--- config.mk ---
export PLATFORM = sky130hd
export DESIGN_NAME = i2c_target_regs
export DESIGN_NICKNAME = d
export VERILOG_FILES = /design/src/rtl/i2c_target_regs.sv
export SDC_FILE = /design/constraint.sdc
export NUM_CORES = 1
export LEC_CHECK = 0
export CORE_UTILIZATION = 44
export CTS_BUF_LIST = sky130_fd_sc_hd__clkbuf_8
export CTS_CLUSTER_DIAMETER = 30
export CTS_CLUSTER_SIZE = 40
export DETAILED_ROUTE_END_ITERATION = 6
export GPL_TIMING_DRIVEN = 0
export PLACE_DENSITY_LB_ADDON = 0.25
export RECOVER_POWER = 50
export SYNTH_ARGS = -nofsm -noshare
export SYNTH_HDL_FRONTEND = slang
export SYNTH_SLANG_ARGS = --single-unit
export TNS_END_PERCENT = 10
--- constraint.sdc ---
create_clock -name clk -period 2.75 [get_ports clk]
set_input_delay 0.55 -clock clk [delete_from_list [all_inputs] [get_ports clk]]
set_output_delay 0.55 -clock clk [all_outputs]
set_load 0.02 [all_outputs]
--- src/rtl/i2c_target_regs.sv ---
// I2C target with a register-pointer protocol: an address byte, then a pointer byte,
// then data bytes that are written to or read from an 8-bit register port.
module i2c_target_regs #(
    parameter logic [6:0] DEV_ADDR = 7'h1A,
    parameter int         PTR_W    = 8
) (
    input  logic             clk,
    input  logic             rst,
    input  logic             scl_i,
    input  logic             sda_i,
    output logic             sda_oe,
    output logic [PTR_W-1:0] reg_addr,
    output logic [7:0]       reg_wdata,
    output logic             reg_we,
    input  logic [7:0]       reg_rdata,
    output logic             busy
);

    localparam logic [3:0] ST_IDLE     = 4'd0;
    localparam logic [3:0] ST_ADDR     = 4'd1;
    localparam logic [3:0] ST_ADDR_ACK = 4'd2;
    localparam logic [3:0] ST_PTR      = 4'd3;
    localparam logic [3:0] ST_PTR_ACK  = 4'd4;
    localparam logic [3:0] ST_WDATA    = 4'd5;
    localparam logic [3:0] ST_DATA_ACK = 4'd6;
    localparam logic [3:0] ST_RDATA    = 4'd7;
    localparam logic [3:0] ST_MACK     = 4'd8;
    localparam logic [3:0] ST_IGNORE   = 4'd9;

    localparam logic [PTR_W-1:0] PTR_ONE = {{(PTR_W-1){1'b0}}, 1'b1};

    logic [1:0] scl_sync_r;
    logic [1:0] sda_sync_r;
    logic       scl_prev_r;
    logic       sda_prev_r;
    logic       scl_s;
    logic       sda_s;
    logic       scl_rise_s;
    logic       scl_fall_s;
    logic       start_s;
    logic       stop_s;
    logic [7:0] byte_s;
    logic       last_bit_s;

    logic [3:0] state_r;
    logic [2:0] bit_cnt_r;
    logic [7:0] shift_r;
    logic       ack_hi_r;
    logic       rw_r;
    logic       mack_ok_r;

    // Two-flop synchronizers plus one history flop for edge detection (idle bus = 1).
    always_ff @(posedge clk or negedge rst) begin
        if (!rst) begin
            scl_sync_r <= 2'b11;
            sda_sync_r <= 2'b11;
            scl_prev_r <= 1'b1;
            sda_prev_r <= 1'b1;
        end else begin
            scl_sync_r <= {scl_sync_r[0], scl_i};
            sda_sync_r <= {sda_sync_r[0], sda_i};
            scl_prev_r <= scl_sync_r[1];
            sda_prev_r <= sda_sync_r[1];
        end
    end

    assign scl_s      = scl_sync_r[1];
    assign sda_s      = sda_sync_r[1];
    assign scl_rise_s = scl_s & ~scl_prev_r;
    assign scl_fall_s = ~scl_s & scl_prev_r;
    assign start_s    = scl_s & scl_prev_r & sda_prev_r & ~sda_s;
    assign stop_s     = scl_s & scl_prev_r & ~sda_prev_r & sda_s;
    assign byte_s     = {shift_r[6:0], sda_s};
    assign last_bit_s = (bit_cnt_r == 3'd7);

    // Protocol FSM: START/STOP override every state; bits shift on SCL rise, SDA moves on SCL fall.
    always_ff @(posedge clk or negedge rst) begin
        if (!rst) begin
            state_r   <= ST_IDLE;
            bit_cnt_r <= 3'd0;
            shift_r   <= 8'd0;
            ack_hi_r  <= 1'b0;
            rw_r      <= 1'b0;
            mack_ok_r <= 1'b0;
            sda_oe    <= 1'b0;
            reg_addr  <= '0;
            reg_wdata <= 8'd0;
            reg_we    <= 1'b0;
            busy      <= 1'b0;
        end else begin
            reg_we <= 1'b0;
            if (reg_we) begin
                reg_addr <= reg_addr + PTR_ONE;
            end else begin
                reg_addr <= reg_addr;
            end
            if (start_s) begin
                state_r   <= ST_ADDR;
                bit_cnt_r <= 3'd0;
                ack_hi_r  <= 1'b0;
                sda_oe    <= 1'b0;
                busy      <= 1'b0;
            end else if (stop_s) begin
                state_r  <= ST_IDLE;
                ack_hi_r <= 1'b0;
                sda_oe   <= 1'b0;
                busy     <= 1'b0;
            end else begin
                case (state_r)
                    ST_IDLE: begin
                        sda_oe <= 1'b0;
                    end
                    ST_ADDR: begin
                        if (scl_rise_s) begin
                            shift_r   <= byte_s;
                            bit_cnt_r <= bit_cnt_r + 3'd1;
                            if (last_bit_s) begin
                                if (byte_s[7:1] == DEV_ADDR) begin
                                    state_r <= ST_ADDR_ACK;
                                    busy    <= 1'b1;
                                    rw_r    <= byte_s[0];
                                end else begin
                                    state_r <= ST_IGNORE;
                                end
                            end
                        end
                    end
                    ST_ADDR_ACK, ST_PTR_ACK, ST_DATA_ACK: begin
                        if (scl_fall_s) begin
                            if (!ack_hi_r) begin
                                sda_oe   <= 1'b1;
                                ack_hi_r <= 1'b1;
                            end else begin
                                ack_hi_r  <= 1'b0;
                                bit_cnt_r <= 3'd0;
                                if ((state_r == ST_ADDR_ACK) && rw_r) begin
                                    // First read byte is loaded on the same fall that ends the ACK.
                                    shift_r <= reg_rdata;
                                    sda_oe  <= ~reg_rdata[7];
                                    state_r <= ST_RDATA;
                                end else begin
                                    sda_oe  <= 1'b0;
                                    state_r <= (state_r == ST_ADDR_ACK) ? ST_PTR : ST_WDATA;
                                end
                            end
                        end
                    end
                    ST_PTR: begin
                        if (scl_rise_s) begin
                            shift_r   <= byte_s;
                            bit_cnt_r <= bit_cnt_r + 3'd1;
                            if (last_bit_s) begin
                                reg_addr <= PTR_W'(byte_s);
                                state_r  <= ST_PTR_ACK;
                            end
                        end
                    end
                    ST_WDATA: begin
                        if (scl_rise_s) begin
                            shift_r   <= byte_s;
                            bit_cnt_r <= bit_cnt_r + 3'd1;
                            if (last_bit_s) begin
                                reg_wdata <= byte_s;
                                reg_we    <= 1'b1;
                                state_r   <= ST_DATA_ACK;
                            end
                        end
                    end
                    ST_RDATA: begin
                        if (scl_fall_s) begin
                            if (last_bit_s) begin
                                sda_oe    <= 1'b0;
                                reg_addr  <= reg_addr + PTR_ONE;
                                mack_ok_r <= 1'b0;
                                state_r   <= ST_MACK;
                            end else begin
                                shift_r   <= {shift_r[6:0], 1'b0};
                                sda_oe    <= ~shift_r[6];
                                bit_cnt_r <= bit_cnt_r + 3'd1;
                            end
                        end
                    end
                    ST_MACK: begin
                        if (scl_rise_s) begin
                            if (sda_s) begin
                                state_r <= ST_IGNORE;
                            end else begin
                                mack_ok_r <= 1'b1;
                            end
                        end else if (scl_fall_s && mack_ok_r) begin
                            shift_r   <= reg_rdata;
                            sda_oe    <= ~reg_rdata[7];
                            bit_cnt_r <= 3'd0;
                            mack_ok_r <= 1'b0;
                            state_r   <= ST_RDATA;
                        end
                    end
                    ST_IGNORE: begin
                        sda_oe <= 1'b0;
                    end
                    default: begin
                        state_r <= ST_IDLE;
                        sda_oe  <= 1'b0;
                        busy    <= 1'b0;
                    end
                endcase
            end
        end
    end

endmodule

==> flow_metrics.env, run 1 <==
export IMPL_outcome="complete, no violations"
export IMPL_peakVddDrop_uv=418.1
export IMPL_r2r_start="scl_sync_r[1]$_DFF_PN1_"
export IMPL_synth_edf_count=0
export IMPL_drt_wl_total_mm=6.463
export IMPL_clock_sinks=42
export IMPL_r2r_end="shift_r[3]$_DFFE_PN0P_"
export IMPL_power_density_nw_per_um2=481.9
export IMPL_ios=31
export IMPL_yosys_cell_types_count=61
export IMPL_cts_root_buf="clkbuf_8"
export IMPL_drcViolationCount=0
export IMPL_fin_crit_ns=2.418
export IMPL_postSynthAreaPerCell_um2=9.627
export IMPL_dp_hpwl_mm=4.710
export IMPL_synth_seq_cells=42
export IMPL_period_share_pct=87.91
export IMPL_io_buffer_count=30
export IMPL_chipHeight_um=79.57
export IMPL_critical_path_class="flop to flop"
export IMPL_design_core_area_um2=5642
export IMPL_finalNetCount=328
export IMPL_fp_row_count=27
export IMPL_cts_path_max_buffers=2
export IMPL_worstSetupEndpointType="flop"
export IMPL_drv_slew=0
export IMPL_drive_gt1_share_pct=14.97
export IMPL_synth_top_cells_by_count="dfrtp_1 (36), nand2_1 (34), nor2_1 (22), a21oi_1 (12), mux2i_1 (11)"
export IMPL_slew_headroom_pct=12.50
export IMPL_finClkSkew_ns=0.01260
export IMPL_rrSetupSlack_ns=0.33
export IMPL_wl_per_cell_um=16.74
export IMPL_syn_inst=275
export IMPL_antenna_found_initial=0
export IMPL_design_area_um2=3153
export IMPL_p_leak_uw=0.001362
export IMPL_cts_setup_buffers=0
export IMPL_num_vias=2252
export IMPL_yosysWarningCount=0
export IMPL_grt_usage_pct=22.71
export IMPL_grt_max_degree=30
export IMPL_synth_flop_cell="dfrtp_1"
export IMPL_synthToLayoutAreaGrowth_pct=19.09
export IMPL_ant_nets=0
export IMPL_yosysTopAreaCell="dfrtp_1"
export IMPL_hold_violations=0
export IMPL_cts_tree="done"
export IMPL_mappedNetlistArea_um2=2648
export IMPL_cts_made_buffers=5
export IMPL_synth_top_area_share_pct=34.03
export IMPL_seq_area_frac_synth_pct=39.98
export IMPL_r2r_cells=5
export IMPL_cp_required_ns=2.94
export IMPL_grt_pass1_wl_mm=11.05
export IMPL_ys_top_cells_by_area="dfrtp_1 (34%), dfstp_2 (6.0%), nand2_1 (4.8%)"
export IMPL_setup_viol=0
export IMPL_rsz0062_at_grt="false"
export IMPL_fmax_mhz=413.6
export IMPL_nFillCells=505
export IMPL_clk_latency_ns=0.30
export IMPL_critPathLaunch="scl_sync_r[1]$_DFF_PN1_"
export IMPL_antenna_cells=0
export IMPL_maxCapViolations=0
export IMPL_grt_ovfl_total=0
export IMPL_dieArea_um2=6331
export IMPL_clk_pin_slew_ns=0.09
export IMPL_dpl_instance_area_um2=3053
export IMPL_cts_hold_repair_buffers=0
export IMPL_synth_fp_nets=290
export IMPL_cp_data_arrival_time_ns=2.61
export IMPL_via_per_inst=5.834
export IMPL_whs_ns=0.2768
export IMPL_min_path_type="primary input to asynchronous set/reset pin"
export IMPL_gp_congestion=0.8923
export IMPL_worstSetupStartpointType="flop"
export IMPL_tightest_slew_ns=1.312
export IMPL_chipWidth_um=79.57
export IMPL_fin_util_pct=55.89
export IMPL_drtIter0Drc=219
export IMPL_cp_max_fo=11
export IMPL_final_setup_tns_ns=0
export IMPL_cts_resized=0
export IMPL_ctsHtreeMaxLevel=2
export IMPL_start_util_pct=46.93
export IMPL_grt_pass1_vias=2222
export IMPL_synth_most_common_cell="dfrtp_1"
export IMPL_synthArstFlopShare_pct=100.0
export IMPL_drtPass1Iterations=4
cells by family after synthesis:
group	after synthesis	share of synthesized area, %
and+or+nand+nor	103	20.42
AOI/OAI and AO/OA	64	17.96
DFF	42	39.98
muxes	27	11.82
buffers and inverters	24	4.442
xor gates and xnor gates	12	3.970
adders and majority gates	3	1.418
sequential cells by signal, indices dropped and copies added, names as in the netlist, 2 cells and up:
name,count
shift_r,7
sda_sync_r,2
reg_wdata,8
state_r,4
reg_addr,8
scl_sync_r,2
bit_cnt_r,3
cell type report:
cell class                 instances  area, um2  share of cell area [%]
multi-input combinational        209       1471                   46.67
sequential                        42       1059                   33.57
timing repair buffer              31      306.5                   9.722
tap                               72      90.09                   2.857
buffer                            17      83.83                   2.659
clock buffer                       6      82.58                   2.619
clock inverter                     2      33.78                   1.071
inverter                           7      26.28                  0.8333
placed cells by master, fill, tap and decap left out, drive strengths merged, types with 10 or more instances in the layout:
| cell | count |
|---|---|
| a21oi | 12 |
| clkbuf | 17 |
| clkdlybuf4s50 | 25 |
| dfrtp | 36 |
| mux2 | 16 |
| mux2i | 11 |
| nand2 | 34 |
| nor2 | 23 |
| o21ai | 10 |
worst max-delay path by stage:
stage                                    end  slack (ns)
floorplan             shift_r[2]$_DFFE_PN0P_        0.72
global placement       reg_addr[3]$_DFF_PN0_       0.006
detailed placement  reg_wdata[0]$_DFFE_PN0P_        0.40
CTS                 reg_wdata[0]$_DFFE_PN0P_        0.39
global route          shift_r[0]$_DFFE_PN0P_        0.25
finish                shift_r[3]$_DFFE_PN0P_        0.33
metrics by stage:
step,power (uW),setup slack [ns],std cells
floorplan,911.9,0.7222,275
global placement,1003,0.005699,377
detailed placement,1013,0.4042,378
CTS,1532,0.3920,386
global route,1589,0.2467,386
finish,1520,0.3325,386
power breakdown:
part           switching, uW  internal (uW)
sequential              86.0            679
combinational            114            123
clock                    225            293
total                    425           1090
critical path, cell delays in order (launching register included):
cell	delay [ns]
dfstp_1	0.73
nor2b_1	0.14
a2111oi_0	0.80
a2111oi_4	0.13
nand3_4	0.21
mux2_4	0.31
metal layers:
| metal | vias up | track usage (%) | wire length, um |
|---|---|---|---|
| li1 | 1079 | - | - |
| met1 | 1094 | 33.21 | 3089 |
| met2 | 71 | 33.42 | 2968 |
| met3 | 8 | 3.886 | 327 |
| met4 | 0 | 8.000 | 78 |
| met5 | - | 0 | 0 |
Power figures use the tool's default switching activity.
==> inputs of run 2 (changes only) <==
- CORE_UTILIZATION: 44 -> 58
==> run 2 against run 1 <==
Power is 1.7% lower; routed wire length shrank 1.2%; critical endpoint unchanged; worst setup slack improved by 0.062 ns.
==> flow_metrics.env, run 2 (synthesis results as in run 1) <==
export IMPL_cp_data_arrival_time_ns=2.54
export IMPL_p_leak_uw=0.001343
export IMPL_cts_path_max_buffers=2
export IMPL_final_setup_tns_ns=0
export IMPL_cp_max_fo=11
export IMPL_dp_hpwl_mm=4.496
export IMPL_hold_violations=0
export IMPL_cts_root_buf="clkbuf_8"
export IMPL_cp_required_ns=2.94
export IMPL_rsz0062_at_grt="false"
export IMPL_critical_path_class="flop to flop"
export IMPL_ctsHtreeMaxLevel=2
export IMPL_slew_headroom_pct=11.04
export IMPL_crit_family="compound AO/OA/AOI/OAI gates"
export IMPL_cts_made_buffers=5
export IMPL_fin_crit_ns=2.356
export IMPL_grt_pass1_wl_mm=10.61
export IMPL_start_util_pct=60.39
export IMPL_gp_congestion=0.9175
export IMPL_dieArea_um2=4839
export IMPL_min_path_type="flop to flop"
export IMPL_grt_max_degree=27
export IMPL_grt_ovfl_total=0
export IMPL_clk_pin_slew_ns=0.09
export IMPL_chipWidth_um=69.56
export IMPL_design_core_area_um2=4384
export IMPL_clk_latency_ns=0.30
export IMPL_drtPass1Iterations=5
export IMPL_fp_row_count=24
export IMPL_cpMaxStageDelayCell="a2111oi_0"
export IMPL_finalNetCount=328
export IMPL_tightest_slew_ns=1.334
export IMPL_cts_resized=0
export IMPL_antenna_found_initial=0
export IMPL_final_common_cell="dfrtp_1"
export IMPL_fmax_mhz=424.5
export IMPL_finClkSkew_ns=0.01075
export IMPL_whs_ns=0.3552
export IMPL_io_buffer_count=30
export IMPL_clock_sinks=42
export IMPL_synthToLayoutAreaGrowth_pct=17.58
export IMPL_via_per_inst=6.443
export IMPL_path_cells="nor2b_1 -> a2111oi_0 -> a2111oi_4 -> nand3_4 -> mux2_4"
export IMPL_peakVddDrop_uv=417.3
export IMPL_period_share_pct=85.67
export IMPL_grt_pass1_vias=2242
export IMPL_cts_tree="done"
export IMPL_drt_wl_total_mm=6.388
export IMPL_worstSetupEndpointType="flop"
export IMPL_setup_viol=0
export IMPL_drv_slew=0
export IMPL_wl_per_cell_um=17.45
export IMPL_antenna_cells=0
export IMPL_power_uw=1493
export IMPL_worstSetupStartpointType="flop"
export IMPL_outcome="complete, no violations"
export IMPL_layout_common_cells="dfrtp_1 (36), nand2_1 (34), clkdlybuf4s50_1 (25)"
export IMPL_cts_hold_repair_buffers=0
export IMPL_ios=31
export IMPL_num_vias=2358
export IMPL_power_density_nw_per_um2=479.6
export IMPL_grt_usage_pct=27.31
export IMPL_crit_buf_inv=0
export IMPL_chipHeight_um=69.56
export IMPL_maxCapViolations=0
export IMPL_largestRegisters="reg_addr x8, reg_wdata x8, shift_r x7"
export IMPL_ant_nets=0
export IMPL_drcViolationCount=0
export IMPL_slowest_delay_ns=0.78
export IMPL_drtIter0Drc=248
export IMPL_drive_gt1_share_pct=14.97
export IMPL_cts_setup_buffers=0
run 2: cell types whose count changed in the layout (fill, tap and decap cells not counted):
cell	change
clkbuf_8	-1
clkinvlp_4	+1
clkbuf_1	+1
dlymetal6s4s_1	-1
run 2: metal layers:
| metal | share of wire, % | vias to the layer above | wire, um | GRT usage (%) |
|---|---|---|---|---|
| li1 | - | 1079 | - | - |
| met1 | 45 | 1121 | 2859 | 39.13 |
| met2 | 45 | 140 | 2882 | 41.10 |
| met3 | 8.1 | 18 | 517 | 3.924 |
| met4 | 2.0 | 0 | 129 | 12.02 |
| met5 | 0 | - | 0 | 0 |
run 2: power breakdown:
group | total, uW | switching [uW] | internal [uW]
sequential | 766 | 86.9 | 679
clock | 493 | 225 | 267
combinational | 234 | 112 | 122
total | 1490 | 425 | 1070
run 2: worst paths after layout:
check	from	end	slack, ns	cells past startpoint
max	scl_sync_r[1]$_DFF_PN1_	shift_r[3]$_DFFE_PN0P_	0.39	5
min in group asynchronous	rst	state_r[1]$_DFFE_PN0P_	0.38	1
max reg2reg	scl_sync_r[1]$_DFF_PN1_	shift_r[3]$_DFFE_PN0P_	0.39	5
min	sda_sync_r[1]$_DFF_PN1_	sda_prev_r$_DFF_PN1_	0.36	0
min reg2reg	sda_sync_r[1]$_DFF_PN1_	sda_prev_r$_DFF_PN1_	0.36	0
max in group asynchronous	rst	mack_ok_r$_DFFE_PN0P_	0.61	2
run 2: worst register-to-register path: cells and delay by family, from the launching register on:
kind | cells | cell delay [ns]
compound gates | 2 | 0.90
flops | 1 | 0.71
simple gates | 2 | 0.32
mux | 1 | 0.32
run 2: cell type report:
type | count | area [um2]
buffer | 17 | 83.83
clock buffer | 5 | 68.82
clock inverter | 3 | 41.29
fill | 340 | 1271
inverter | 7 | 26.28
multi-input combinational | 209 | 1471
sequential | 42 | 1059
tap | 52 | 65.06
timing repair buffer | 31 | 297.8
run 2: metrics by stage:
step                      cell area, um2  setup slack, ns  instances  utilization [%]
after floorplan                     2648           0.7222        275                -
after global placement              3013          0.05619        357            68.72
after detailed placement            3028           0.4412        358            69.06
after CTS                           3138           0.4235        366            71.58
after global routing                3113           0.1749        366            71.00
final                               3113           0.3940        366            71.00
